**src/rtl/debounce_pkg.sv**
```systemverilog
// rtl/debounce_pkg.sv - shared types, defaults and width helpers for the debouncer
package debounce_pkg;

    typedef enum logic [1:0] {
        RPT_IDLE,
        RPT_WAIT,
        RPT_RUN
    } rpt_state_t;

    localparam int DEF_CHANNELS      = 4;
    localparam int DEF_SYNC_STAGES   = 2;
    localparam int DEF_STABLE_CYCLES = 131072;
    localparam int DEF_REPEAT_DELAY  = 50000000;
    localparam int DEF_REPEAT_PERIOD = 10000000;

    // Bits needed to hold values 0..max_count
    function automatic int cnt_width(input int max_count);
        return (max_count < 1) ? 1 : $clog2(max_count + 1);
    endfunction

    function automatic int max_int(input int a, input int b);
        return (a > b) ? a : b;
    endfunction

endpackage

```
**src/rtl/debounce_channel.sv**
```systemverilog
// rtl/debounce_channel.sv - one channel: synchroniser, stability filter, edge pulses, auto-repeat
module debounce_channel
    import debounce_pkg::*;
#(
    parameter int SYNC_STAGES   = DEF_SYNC_STAGES,
    parameter int STABLE_CYCLES = DEF_STABLE_CYCLES,
    parameter int REPEAT_DELAY  = DEF_REPEAT_DELAY,
    parameter int REPEAT_PERIOD = DEF_REPEAT_PERIOD
) (
    input  logic clk,
    input  logic rst_n,
    input  logic raw,
    input  logic repeat_en,
    output logic level,
    output logic rise_pulse,
    output logic fall_pulse,
    output logic repeat_pulse
);

    localparam int CW = cnt_width(STABLE_CYCLES);
    localparam int RW = cnt_width(max_int(REPEAT_DELAY, REPEAT_PERIOD));

    localparam logic [CW-1:0] CNT_LAST    = CW'(STABLE_CYCLES - 1);
    localparam logic [RW-1:0] DELAY_LAST  = RW'(REPEAT_DELAY - 1);
    localparam logic [RW-1:0] PERIOD_LAST = RW'(REPEAT_PERIOD - 1);

    logic [SYNC_STAGES-1:0] sync;
    logic                   s;
    logic [CW-1:0]          cnt;
    logic [RW-1:0]          rcnt;
    rpt_state_t             state;
    logic                   accept;
    logic                   rise_evt;
    logic                   fall_evt;

    assign s        = sync[SYNC_STAGES-1];
    // The differing sample that completes the stable run is accepted on this edge
    assign accept   = (s != level) && (cnt == CNT_LAST);
    assign rise_evt = accept & s;
    assign fall_evt = accept & ~s;

    // Shift the raw input through the synchroniser chain
    always_ff @(posedge clk) begin
        if (!rst_n) begin
            sync <= '0;
        end else begin
            sync <= {sync[SYNC_STAGES-2:0], raw};
        end
    end

    // Count consecutive differing samples; accept the new level and pulse once
    always_ff @(posedge clk) begin
        if (!rst_n) begin
            cnt        <= '0;
            level      <= 1'b0;
            rise_pulse <= 1'b0;
            fall_pulse <= 1'b0;
        end else begin
            rise_pulse <= 1'b0;
            fall_pulse <= 1'b0;
            if (s == level) begin
                cnt <= '0;
            end else if (accept) begin
                cnt        <= '0;
                level      <= s;
                rise_pulse <= s;
                fall_pulse <= ~s;
            end else begin
                cnt <= cnt + 1'b1;
            end
        end
    end

    // Auto-repeat: first pulse after REPEAT_DELAY, then every REPEAT_PERIOD while held
    always_ff @(posedge clk) begin
        if (!rst_n) begin
            state        <= RPT_IDLE;
            rcnt         <= '0;
            repeat_pulse <= 1'b0;
        end else begin
            repeat_pulse <= 1'b0;
            case (state)
                RPT_IDLE: begin
                    if (rise_evt && repeat_en) begin
                        state <= RPT_WAIT;
                        rcnt  <= '0;
                    end
                end
                RPT_WAIT: begin
                    if (fall_evt || !repeat_en) begin
                        state <= RPT_IDLE;
                        rcnt  <= '0;
                    end else if (rcnt == DELAY_LAST) begin
                        state        <= RPT_RUN;
                        rcnt         <= '0;
                        repeat_pulse <= 1'b1;
                    end else begin
                        rcnt <= rcnt + 1'b1;
                    end
                end
                RPT_RUN: begin
                    if (fall_evt || !repeat_en) begin
                        state <= RPT_IDLE;
                        rcnt  <= '0;
                    end else if (rcnt == PERIOD_LAST) begin
                        rcnt         <= '0;
                        repeat_pulse <= 1'b1;
                    end else begin
                        rcnt <= rcnt + 1'b1;
                    end
                end
                default: begin
                    state <= RPT_IDLE;
                    rcnt  <= '0;
                end
            endcase
        end
    end

endmodule

```
**src/rtl/debounce_multi.sv**
```systemverilog
// rtl/debounce_multi.sv - array of independent debounce channels
module debounce_multi
    import debounce_pkg::*;
#(
    parameter int CHANNELS      = DEF_CHANNELS,
    parameter int SYNC_STAGES   = DEF_SYNC_STAGES,
    parameter int STABLE_CYCLES = DEF_STABLE_CYCLES,
    parameter int REPEAT_DELAY  = DEF_REPEAT_DELAY,
    parameter int REPEAT_PERIOD = DEF_REPEAT_PERIOD
) (
    input  logic                clk,
    input  logic                rst_n,
    input  logic [CHANNELS-1:0] raw_in,
    input  logic [CHANNELS-1:0] repeat_en,
    output logic [CHANNELS-1:0] level,
    output logic [CHANNELS-1:0] rise_pulse,
    output logic [CHANNELS-1:0] fall_pulse,
    output logic [CHANNELS-1:0] repeat_pulse
);

    // One self-contained channel per input bit
    for (genvar i = 0; i < CHANNELS; i++) begin : g_ch
        debounce_channel #(
            .SYNC_STAGES  (SYNC_STAGES),
            .STABLE_CYCLES(STABLE_CYCLES),
            .REPEAT_DELAY (REPEAT_DELAY),
            .REPEAT_PERIOD(REPEAT_PERIOD)
        ) u_ch (
            .clk         (clk),
            .rst_n       (rst_n),
            .raw         (raw_in[i]),
            .repeat_en   (repeat_en[i]),
            .level       (level[i]),
            .rise_pulse  (rise_pulse[i]),
            .fall_pulse  (fall_pulse[i]),
            .repeat_pulse(repeat_pulse[i])
        );
    end

endmodule

```
**config.mk**
```make
export PLATFORM = sky130hd
export DESIGN_NAME = debounce_multi
export DESIGN_NICKNAME = d
export VERILOG_FILES = /design/src/rtl/debounce_pkg.sv /design/src/rtl/debounce_channel.sv /design/src/rtl/debounce_multi.sv
export SDC_FILE = /design/constraint.sdc
export NUM_CORES = 1
export LEC_CHECK = 0
export CORE_MARGIN = 2
export CORE_UTILIZATION = 25
export DETAILED_ROUTE_END_ITERATION = 12
export PLACE_DENSITY_LB_ADDON = 0.25
export SYNTH_ARGS = -nofsm -noshare
export SYNTH_HDL_FRONTEND = slang
export SYNTH_HIERARCHICAL = 1
export SYNTH_SLANG_ARGS = --single-unit
```
**constraint.sdc**
```tcl
create_clock -name clk -period 3.26 [get_ports clk]
set_input_delay 0.978 -clock clk [delete_from_list [all_inputs] [get_ports clk]]
set_output_delay 0.978 -clock clk [all_outputs]
set_load 0.005 [all_outputs]
```
Word-level counts from Yosys, hierarchy flattened
Cells that the tools add are included.
{ "word_totals": {"reg_bits": 208, "out_inout_bits": 16, "in_bits": 10} }
{ "classes": {"reduce_logical": 36, "addsub": 8, "eq_ne": 40, "bitwise_logic": 21, "muxes": 64} }
{ "op_table": {"columns": ["operator", "n"], "rows": [
  ["26-bit two-way mux", 20],
  ["26-bit one-hot mux with 3 select lines", 4],
  ["26-bit by 1-bit adder with 26-bit output (second input constant)", 4],
  ["26-bit by 24-bit equality test with 1-bit output (second input constant)", 4],
  ["26-bit equality test (second input constant)", 4],
  ["18-bit by 1-bit adder with 18-bit output (second input constant)", 4],
  ["18-bit by 17-bit equality test with 1-bit output (second input constant)", 4],
  ["2-bit two-way mux", 16],
  ["2-bit one-hot mux with 3 select lines", 4],
  ["3-bit OR reduction", 8],
  ["1-bit two-way mux", 16],
  ["2-bit by 1-bit != test with 1-bit output (second input constant)", 8],
  ["1-bit NOT", 13],
  ["3-bit by 1-bit != test with 1-bit output (second input constant)", 4],
  ["3-bit AND reduction", 4],
  ["1-bit bitwise AND", 8],
  ["2-bit by 1-bit equality test with 1-bit output (second input constant)", 4],
  ["2-bit equality test (second input constant)", 4],
  ["1-bit logical AND", 8],
  ["2-bit zero test", 4],
  ["1-bit one-hot mux with 2 select lines", 4],
  ["2-bit AND reduction", 4],
  ["1-bit equality test", 4],
  ["1-bit zero test", 4],
  ["other kinds (2)", 8]
]} }

Longest topological paths before layout
Gate-level depths: netlist (run 1).
{ "logic_depth": {"ltp_word": 6, "mapped_depth": 9, "depth_no_buf": 7} }

Modules after synthesis
Netlist (run 1), hierarchy kept.
{ "by_module_without_submodules": {"columns": ["module", "seq_area_each_um2", "instances", "area_each_um2", "cells_each"], "rows": [
  ["debounce_channel (g_ch[0].u_ch ...)", 1041.0, 3, 2657.5, 326],
  ["debounce_channel (g_ch[3].u_ch)", 1041.0, 1, 2652.5, 314]
]} }

Least setup slack after synthesis (run 1)
OpenSTA, ideal clock, no wires.
{ "synth_timing": {"kind": "reg-to-reg", "start": "register g_ch[0].u_ch.cnt[0]", "end": "register g_ch[0].u_ch.rcnt[7]", "period_less_slack_ns": 2.421, "path_slack_ns": 0.839, "n_path_buf": 2, "stages_incl_launch_ff": 10, "t_arrival_ns": 2.350, "path_cell_list": "dfxtp_1 ha_1 and4b_1 and4_4 buf_6 a31o_4 a211o_4 buf_6 or4_1 a21oi_1"} }
{ "synth_via": {"elab_chain_len": 6, "elab_cells_between_ends": 10, "cone_classes": "eq/ne: 2; mux: 3; bitwise: 2; reduce/logical: 3"} }
{ "synth_lines": {"columns": ["item", "line_no", "text"], "rows": [
  ["start, declared", "debounce_channel.sv:29", "logic [CW-1:0] cnt;"],
  ["start signal, assigned", "debounce_channel.sv:69", "cnt <= cnt + 1'b1;"],
  ["18-bit by 17-bit equality test with 1-bit output (*)", "debounce_channel.sv:38", "assign accept = (s != level) && (cnt == CNT_LAST);"],
  ["1-bit logical AND (*)", "debounce_channel.sv:38", null],
  ["1-bit bitwise AND", "debounce_channel.sv:40", "assign fall_evt = accept & ~s;"],
  ["1-bit logical OR", "debounce_channel.sv:90, debounce_channel.sv:102", null],
  ["26-bit two-way mux (on tied branches)", "debounce_channel.sv:102, debounce_channel.sv:90", null],
  ["26-bit one-hot mux with 3 select lines", "debounce_channel.sv:82", "case (state)"],
  ["end signal, assigned", "debounce_channel.sv:98", "rcnt <= rcnt + 1'b1;"],
  ["end signal, assigned", "debounce_channel.sv:109", "rcnt <= rcnt + 1'b1;"],
  ["end, declared", "debounce_channel.sv:30", "logic [RW-1:0] rcnt;"]
]} }
Every way passes the cells marked *; elsewhere a longest branch is shown, timed or not.
A chain may end at the register's enable or synchronous reset.

Worst setup path after layout (run 1)
{ "layout_timing": {"start": "register g_ch[3].u_ch.rcnt[0]", "end": "register g_ch[3].u_ch.rcnt[22]"} }
{ "layout_via": {"elab_chain_len": 4, "elab_cells_between_ends": 8, "cone_classes": "add/sub: 1; eq/ne: 2; mux: 5"} }
{ "layout_lines": {"columns": ["item", "line_no"], "rows": [
  ["start, declared", "debounce_channel.sv:30"],
  ["start signal, assigned", "debounce_channel.sv:98"],
  ["start signal, assigned", "debounce_channel.sv:109"],
  ["26-bit by 1-bit adder with 26-bit output (tied with other cells)", "debounce_channel.sv:98, debounce_channel.sv:109"],
  ["26-bit two-way mux (on tied branches)", "debounce_channel.sv:105, debounce_channel.sv:93"],
  ["26-bit two-way mux (on tied branches)", "debounce_channel.sv:102, debounce_channel.sv:90"],
  ["26-bit one-hot mux with 3 select lines (*)", "debounce_channel.sv:82"]
]} }
Marked as above.

==> summary by stage, run 1 <==
Worst setup path
STA classifies the critical path endpoint as a flop. The largest individual stage delay along the critical path comes from the cell sky130_fd_sc_hd__o2111ai_2. Walking the worst path, the cells encountered are ha_1 -> nand3_1 -> nor4_2 -> a31oi_1 -> o2111ai_2 -> nor2_1 -> buf_4 -> a221o_1. STA puts the critical path data required time at between 3 and 4 ns. The kind of cell with the highest combined delay on the critical path is compound AO/OA/AOI/OAI gates.

For flop-to-flop paths, the worst setup slack is about 0.48 ns. In this run the worst path has a maximum fanout of 7. Together, buffers and inverters on the worst path number 1.

The arrival time at the worst endpoint is about 3.2 ns. The critical path is of the flop to flop type. The worst setup path is launched from a flop. On the worst path, the slowest cell contributes a delay of between 0.4 and 0.5 ns.

Flow run
Across the run, the number of max-cap violations was 0.

Clock network
For this design, the sink count on the clock tree is roughly 210. The number of buffers created by CTS is 24. The clock reaches the later pin of the worst-skew pair after 0.53 ns. The clock tree from TritonCTS is yes. The buffer depth of the longest clock path is 3. The post-CTS repair timing setup buffer count is 0. CTS built an H-tree with a depth of 1. The number of hold-repair buffers added at the cts stage is 0. After clock tree synthesis, the clock-pin slew on the worst setup and hold paths is 0.06 ns.

The number of gates resized after cts is 0. The clock root buffer is sky130_fd_sc_hd__clkbuf_16.

Route
The residual antenna-violating net count after detailed routing is 0. Summed over all layers, the routed wires come to between 20,000 and 25,000 um. Dividing the detail-routed via count by the number of cells gives ~5.0. The pre-antenna-repair detailed-routing pass consisted of 5 iterations. The via count of the routed design is between 9,000 and 10,000. For this block, the initial DRC count from the detailed router was between 500 and 600. After detailed routing, the number of remaining DRC violations is 0. Dividing the detail-routed wire length by the instance count gives 13.30 um.

Die
In this run the horizontal extent of the chip is between 200 and 250 um. The number of core rows is between 70 and 80. The die outline area is 44,170 um^2. The core area is 41,950 um^2. The die outline height is between 200 and 250 um. 26 I/O pins were placed. The initial core utilization is 0.2533.

Yosys
Of the synthesized area, sequential elements account for 0.3919. The number of unique standard cell types used by synthesis is between 60 and 70. In this run the cell area of the synthesized design comes to 10,630 um^2. The cell with the most instances after synthesis is sky130_fd_sc_hd__dfxtp_1. Sorting the synthesized cells by how often they occur yields 208 x sky130_fd_sc_hd__dfxtp_1, 155 x sky130_fd_sc_hd__nand2_1, 130 x sky130_fd_sc_hd__nor2_1, 121 x sky130_fd_sc_hd__nand3_1, 68 x sky130_fd_sc_hd__a31oi_1. The number of warnings reported in the yosys synthesis log is 6. The average instance area after synthesis is between 8 and 9 um^2.

Of all cell types, the one taking the most synthesized area is sky130_fd_sc_hd__dfxtp_1. When the netlist entered floorplanning its net count stood at around 1,300. In the synthesized netlist, the number of instances is ~1,300. Ranked by total cell area, the synthesized netlist is headed by sky130_fd_sc_hd__dfxtp_1 39%, sky130_fd_sc_hd__nand3_1 5.7%, sky130_fd_sc_hd__nand2_1 5.5%. The share of the synthesized area in the top cell type is 0.3919. The count of flip-flops with a built-in enable after synthesis is 0. The async set-reset flop share out of synthesis is 0. The main flop type after synthesis is sky130_fd_sc_hd__dfxtp_1. The number of synthesized register bits is between 200 and 250.

Global route
The initial antenna violation count is 0. Entering global routing, the biggest net connects 29 pins. For this run, the total global-route usage over all layers was measured as 0.1130. The first global-routing pass estimated around 43,000 um of wire.

The number of global-route vias before repair came to about 8,900. After global routing the overflow that remains totals 0.

Timing
Setup violations remaining at the end of the flow were counted as 0. The highest clock frequency the design can meet is around 360 MHz. After layout, the worst setup slack is roughly 0.48 ns. The total count of hold-check failures in the final report is 0.

The total negative slack is 0 ns. Measured against its own limit, the worst slew margin works out to 0.2553. The number of slew-limit violations in the final report was 0. The tightest hold path in the finished design has a slack of roughly 0.43 ns. The slew at the pin closest to its max-slew limit is between 1 and 1.5 ns. Between clock sinks in the finished design, the worst skew comes to 0.01220 ns. Counting I/O delays and the setup requirement, the final critical path takes between 2 and 3 ns.

Setup repair after global routing left no endpoint under its margin. Dividing the final minimum period by the clock period gives 0.8541.

Final layout
Relative to the synthesized area, the layout overhead comes to 15.78%. Counting the fill cells in the layout gives approximately 4,400. In the final layout, the multi-input gates occupy between 6000 and 7000 um^2. The area occupied by registers is between 4000 and 5000 um^2. Excluding fillers, the count of instances in the completed layout stands at ~1,900. 0 antenna diodes ended up in the layout. The number of nets in the finished design is around 1,300. The share of cells above drive strength 1 is 0.06852.

Placement
Routability-driven placement finished with a final weighted congestion of between 0.7 and 0.8. OpenSTA, run right after detailed placement, puts the worst setup slack at 0.2497 ns. The number of input and output port buffers inserted is 25. The count of placed standard cells including taps is ~1,800.

The placed wire-length estimate is 16,310 um.

Hold path
The min-delay analysis places its worst path in the category flop to flop.

Power and ir drop
The power per unit of standard cell area is 452.6 nW/um^2. Summed over all cells, the static leakage comes to 3.713 nW. The worst-case IR drop observed on VDD is 0.0003463 V. Total power for the finished layout comes to about 5.6 mW.

Status
The flow ran to the end, and the final reports show no timing, DRC or antenna violations.
layer usage:
| metal | track usage | wire length [um] |
|---|---|---|
| met5 | 0 | 0 |
| met4 | 0.03571 | 487 |
| met1 | 0.1521 | 12200 |
| met3 | 0.01400 | 838 |
| met2 | 0.1881 | 11310 |
cells by family (layout without fill, tap and decap cells):
family / after synthesis / after routing / share of synthesized area
fa+ha+maj: 20 / 20 / 0.02355
buf+inv: 97 / 133 / 0.04051
xor+xnor: 64 / 64 / 0.05276
flops: 208 / 208 / 0.3919
compound gates: 212 / 212 / 0.1485
mux: 7 / 7 / 0.006595
simple gates: 684 / 684 / 0.3362
placed cells by master (no fill, tap or decap), drive strengths merged, types with 27 or more instances in the layout:
master / instances
clkbuf: 31
dfxtp: 208
nor2: 131
nand3: 121
a31oi: 68
or3: 43
nand2: 155
or4: 32
xor2: 33
xnor2: 31
nand4: 55
a21oi: 27
inv: 39
registers in the layout (all words and copies together) (netlist names):
| signal | count |
|---|---|
| g_ch.u_ch/repeat_pulse | 4 |
| g_ch.u_ch/cnt | 72 |
| g_ch.u_ch/sync | 8 |
| g_ch.u_ch/fall_pulse | 4 |
| g_ch.u_ch/rcnt | 104 |
| g_ch.u_ch/state | 8 |
| g_ch.u_ch/level | 4 |
| g_ch.u_ch/rise_pulse | 4 |
path summary, 6_finish.rpt:
check,from,to,depth (start not counted)
setup / recovery,g_ch[3].u_ch/rcnt[0],g_ch[3].u_ch/rcnt[22],8
hold reg to reg,g_ch[3].u_ch/sync[0],g_ch[3].u_ch/sync[1],1
setup reg to reg,g_ch[3].u_ch/rcnt[0],g_ch[3].u_ch/rcnt[22],8
hold / removal,g_ch[3].u_ch/sync[0],g_ch[3].u_ch/sync[1],1
cell type report:
type | count | area share
Clock buffer | 31 | 0.05350
Clock inverter | 13 | 0.01587
Sequential cell | 208 | 0.3385
Multi-Input combinational cell | 987 | 0.4902
Inverter | 39 | 0.01190
Timing Repair Buffer | 50 | 0.03519
Tap cell | 539 | 0.05482
stage by stage:
step	area (um^2)	utilization
after global placement	11450	0.2729
after detailed placement	11450	0.2729
after floorplan	10630	-
after CTS	12300	0.2933
after global routing	12300	0.2933
final	12300	0.2933
power breakdown:
group	switching (mW)	internal, mW
Combinational	0.0572	0.0310
Sequential	0.00427	2.55
Clock	1.11	1.82
(Power assumes the default switching activity.)
==> run 2: changes to the inputs <==
CAP_MARGIN = 10   (was not set)
==> results of run 2 <==
Final layout, timing and power as in run 1 (identical DEF).
==> run 3: changes to the inputs <==
CAP_MARGIN = 20   (was 10)
CORE_UTILIZATION = 50   (was 25)
==> summary by stage, run 3 (synthesized netlist as in run 1, its figures left out) <==
Clock network
The clock-pin slew on the worst setup and hold paths is 0.06 ns (about the same). The buffer depth of the longest clock path is 3 (unchanged). The number of buffers created by CTS is 23 (-4.2%). The number of gates resized after cts is 0 (unchanged). The source-to-sink clock delay at the later pin of the worst-skew pair was 0.50 ns (-0.03 ns). TritonCTS built the clock tree. The number of hold-repair buffers added at the cts stage is 0 (unchanged). The post-CTS repair timing setup buffer count is 0 (unchanged). The number of sinks handled by clock tree synthesis is 208 (unchanged). The H-tree depth reported by CTS is 1 (unchanged). The clock root buffer is sky130_fd_sc_hd__clkbuf_16.

Final layout
The area of the multi-input gates was 6031 um^2 (unchanged). The count of fill cells added during filler insertion came to 1,931 (-56%). The area occupied by registers is 4164 um^2 (unchanged).

The summed area of non-filler cells in the final layout is 11,820 um^2 (-3.9%). In the layout the commonest cells are 208 x sky130_fd_sc_hd__dfxtp_1, 155 x sky130_fd_sc_hd__nand2_1, 130 x sky130_fd_sc_hd__nor2_1. The number of nets in the finished design is 1,334 (-0.45%).

The area added between synthesis and finish is 11.28%. In the final layout, the registers with the most flip-flops are g_ch.u_ch/rcnt (104), g_ch.u_ch/cnt (72). The core occupancy in the finished layout is 0.5642 (+0.2710).

The antenna diode instance count is 0 (unchanged). The flip-flop count of the largest register, all copies and words added is 104 (unchanged). The leading cell type in the layout, fill and taps excluded is sky130_fd_sc_hd__dfxtp_1. The share of cells above drive strength 1 is 0.06150 (-0.007021).

The register with the most flip-flops is g_ch.u_ch/rcnt.

Timing
The max-slew headroom at the worst pin is 0.2982 (+0.04292). The final-layout worst hold slack is 0.4335 ns (+0.003249 ns). Setup repair after global routing left no endpoint under its margin. The total negative slack is 0 ns (unchanged). The clock period minus worst slack is 2.761 ns (-0.02361 ns). The final period utilization was 0.8469 (-0.007242). The clock skew after layout is 0.008591 ns (-0.003608 ns). The total count of hold-check failures in the final report was 0 (unchanged). The number of slew-limit violations in the final report came to 0 (unchanged).

The slew at the pin closest to its max-slew limit is 1.052 ns (-0.06431 ns). The number of setup violations in the final report was 0 (unchanged). The highest clock frequency the design can meet is 362.2 MHz (+0.86%).

Die
The core area is 20,960 um^2 (-50%). The count of boundary I/O pins came to 26 (unchanged). The initial core utilization is 0.5070 (+0.2537).

The floorplan die width came to 149.8 um (-29%). The die outline area was 22,430 um^2 (-49%). The die outline height is 149.8 um (-29%).

The number of core rows was 53 (-29%).

Global route
The largest net degree at the start of global routing is 29 (unchanged). The wire length of the first global-routing pass came to 38,510 um (-11%). The met2 track demand over resource in global routing was 0.3287 (+0.1406). The initial antenna violation count was 0 (unchanged).

The number of global-route vias before repair is 8,494 (-4.5%). The routing usage on met3 is 0.03018 (+0.01618). The total routing resource utilization after global routing is 0.1987 (+0.08573). The met1 capacity usage during global routing is 0.2733 (+0.1212).

The remaining global-route overflow is 0 (unchanged). The layer carrying the most global-route usage is met2.

Route
The starting DRC count in detailed routing is 512 (-6.1%). The residual antenna-violating net count after detailed routing is 0 (unchanged). The average wire length per cell after detail routing is 14.16 um (+6.5%).

The via count of the routed design is 9,336 (+0.28%). The number of iterations in the first detailed-routing pass is 5 (unchanged). The number of vias per cell after detailed routing is 5.864 (+18%). The overall routed net length is 22,540 um (-9.2%).

The post-detailed-route DRC marker count is 0 (unchanged).

Flow run
The number of max-cap violations is 0 (unchanged).

Worst setup path
The worst register-to-register path begins at g_ch[3].u_ch/rcnt[0]. The minimum setup slack among reg-to-reg paths was 0.50 ns (+0.02 ns). By startpoint and endpoint, the worst setup path is classified as flop to flop. The launching element type of the critical path is a flop. The arrival time at the worst endpoint is 3.15 ns (-0.05 ns). The required time of the critical path came to 3.65 ns (-0.03 ns). The nature of the critical path endpoint is a flop. In this run the critical register-to-register path is captured at g_ch[3].u_ch/rcnt[22]. The peak fanout along the critical path came to 7 (unchanged). The cell count of the worst reg-to-reg path is 7 (-1).

Power and ir drop
The static leakage is 3.632 nW (-2.2%). The power per unit of standard cell area is 442.5 nW/um^2 (-2.2%). The maximum resistive drop on vdd was 0.0004562 V (+32%).

Status
The run finished with clean final reports.

Placement
The placer's final routability congestion estimate is 0.8163 (+8.6%). The placed wire-length estimate is 14,600 um (-10%). The area of placed instances is 11,080 um^2 (-3.2%). The number of input and output port buffers inserted is 25 (unchanged).

Hold path
In this run the most critical hold path is launched from g_ch[2].u_ch/sync[0]. For hold timing, the worst endpoint is g_ch[2].u_ch/sync[1]. The path class of the lowest-slack min-delay path is flop to flop. The count of cells along the worst hold path was 1 (unchanged).
[run 3: per-stage QoR]
stage,power [mW],std cells,setup slack (ns)
6_report,5.232,1592,0.4992
3_5_place_dp,2.693,1554,0.2534
4_1_cts,5.298,1592,0.5341
2_1_floorplan,2.659,1292,0.8393
3_3_place_gp,2.691,1554,0.2895
5_1_grt,5.392,1592,0.3270
[run 3: worst max-delay path by stage]
| stage | start | endpoint | slack [ns] | depth (start not counted) |
|---|---|---|---|---|
| after detailed placement | repeat_en[1] | g_ch[1].u_ch/rcnt[17] | 0.25 | 6 |
| after global routing | g_ch[3].u_ch/rcnt[0] | g_ch[3].u_ch/rcnt[5] | 0.33 | 7 |
| final | g_ch[3].u_ch/rcnt[0] | g_ch[3].u_ch/rcnt[22] | 0.50 | 7 |
| after CTS | g_ch[3].u_ch/rcnt[0] | g_ch[3].u_ch/rcnt[22] | 0.53 | 7 |
| after global placement | repeat_en[2] | g_ch[2].u_ch/rcnt[17] | 0.29 | 6 |
| after floorplan | g_ch[0].u_ch/cnt[0] | g_ch[0].u_ch/rcnt[7] | 0.84 | 9 |
[run 3: final cells by class]
| type | count | share of cell area |
|---|---|---|
| Clock inverter | 9 | 0.01058 |
| Clock buffer | 29 | 0.05228 |
| Inverter | 39 | 0.01238 |
| Sequential cell | 208 | 0.3522 |
| Tap cell | 275 | 0.02910 |
| Timing Repair Buffer | 45 | 0.03344 |
| Multi-Input combinational cell | 987 | 0.5101 |
[run 3: power breakdown]
group / total (mW) / internal (mW) / switching (mW)
clock: 2.60 / 1.57 / 1.03
sequential: 2.55 / 2.55 / 0.00428
combinational: 0.0842 / 0.0294 / 0.0548
[run 3: critical path, stage by stage (launching register included)]
cell and delay (ns):
sky130_fd_sc_hd__dfxtp_1 0.41, sky130_fd_sc_hd__ha_1 0.24, sky130_fd_sc_hd__nand3_1 0.20, sky130_fd_sc_hd__nor4_2 0.46, sky130_fd_sc_hd__a31oi_1 0.26, sky130_fd_sc_hd__o2111ai_2 0.45
sky130_fd_sc_hd__nor2_1 0.25, sky130_fd_sc_hd__a221o_1 0.36
[run 3: metal layers]
metal / vias up / wire [um] / share of wire
met4: 0 / 416 / 0.018
met5: - / 0 / 0
met2: 159 / 10220 / 0.45
li1: 4776 / - / -
met3: 29 / 865 / 0.038
met1: 4372 / 11040 / 0.49
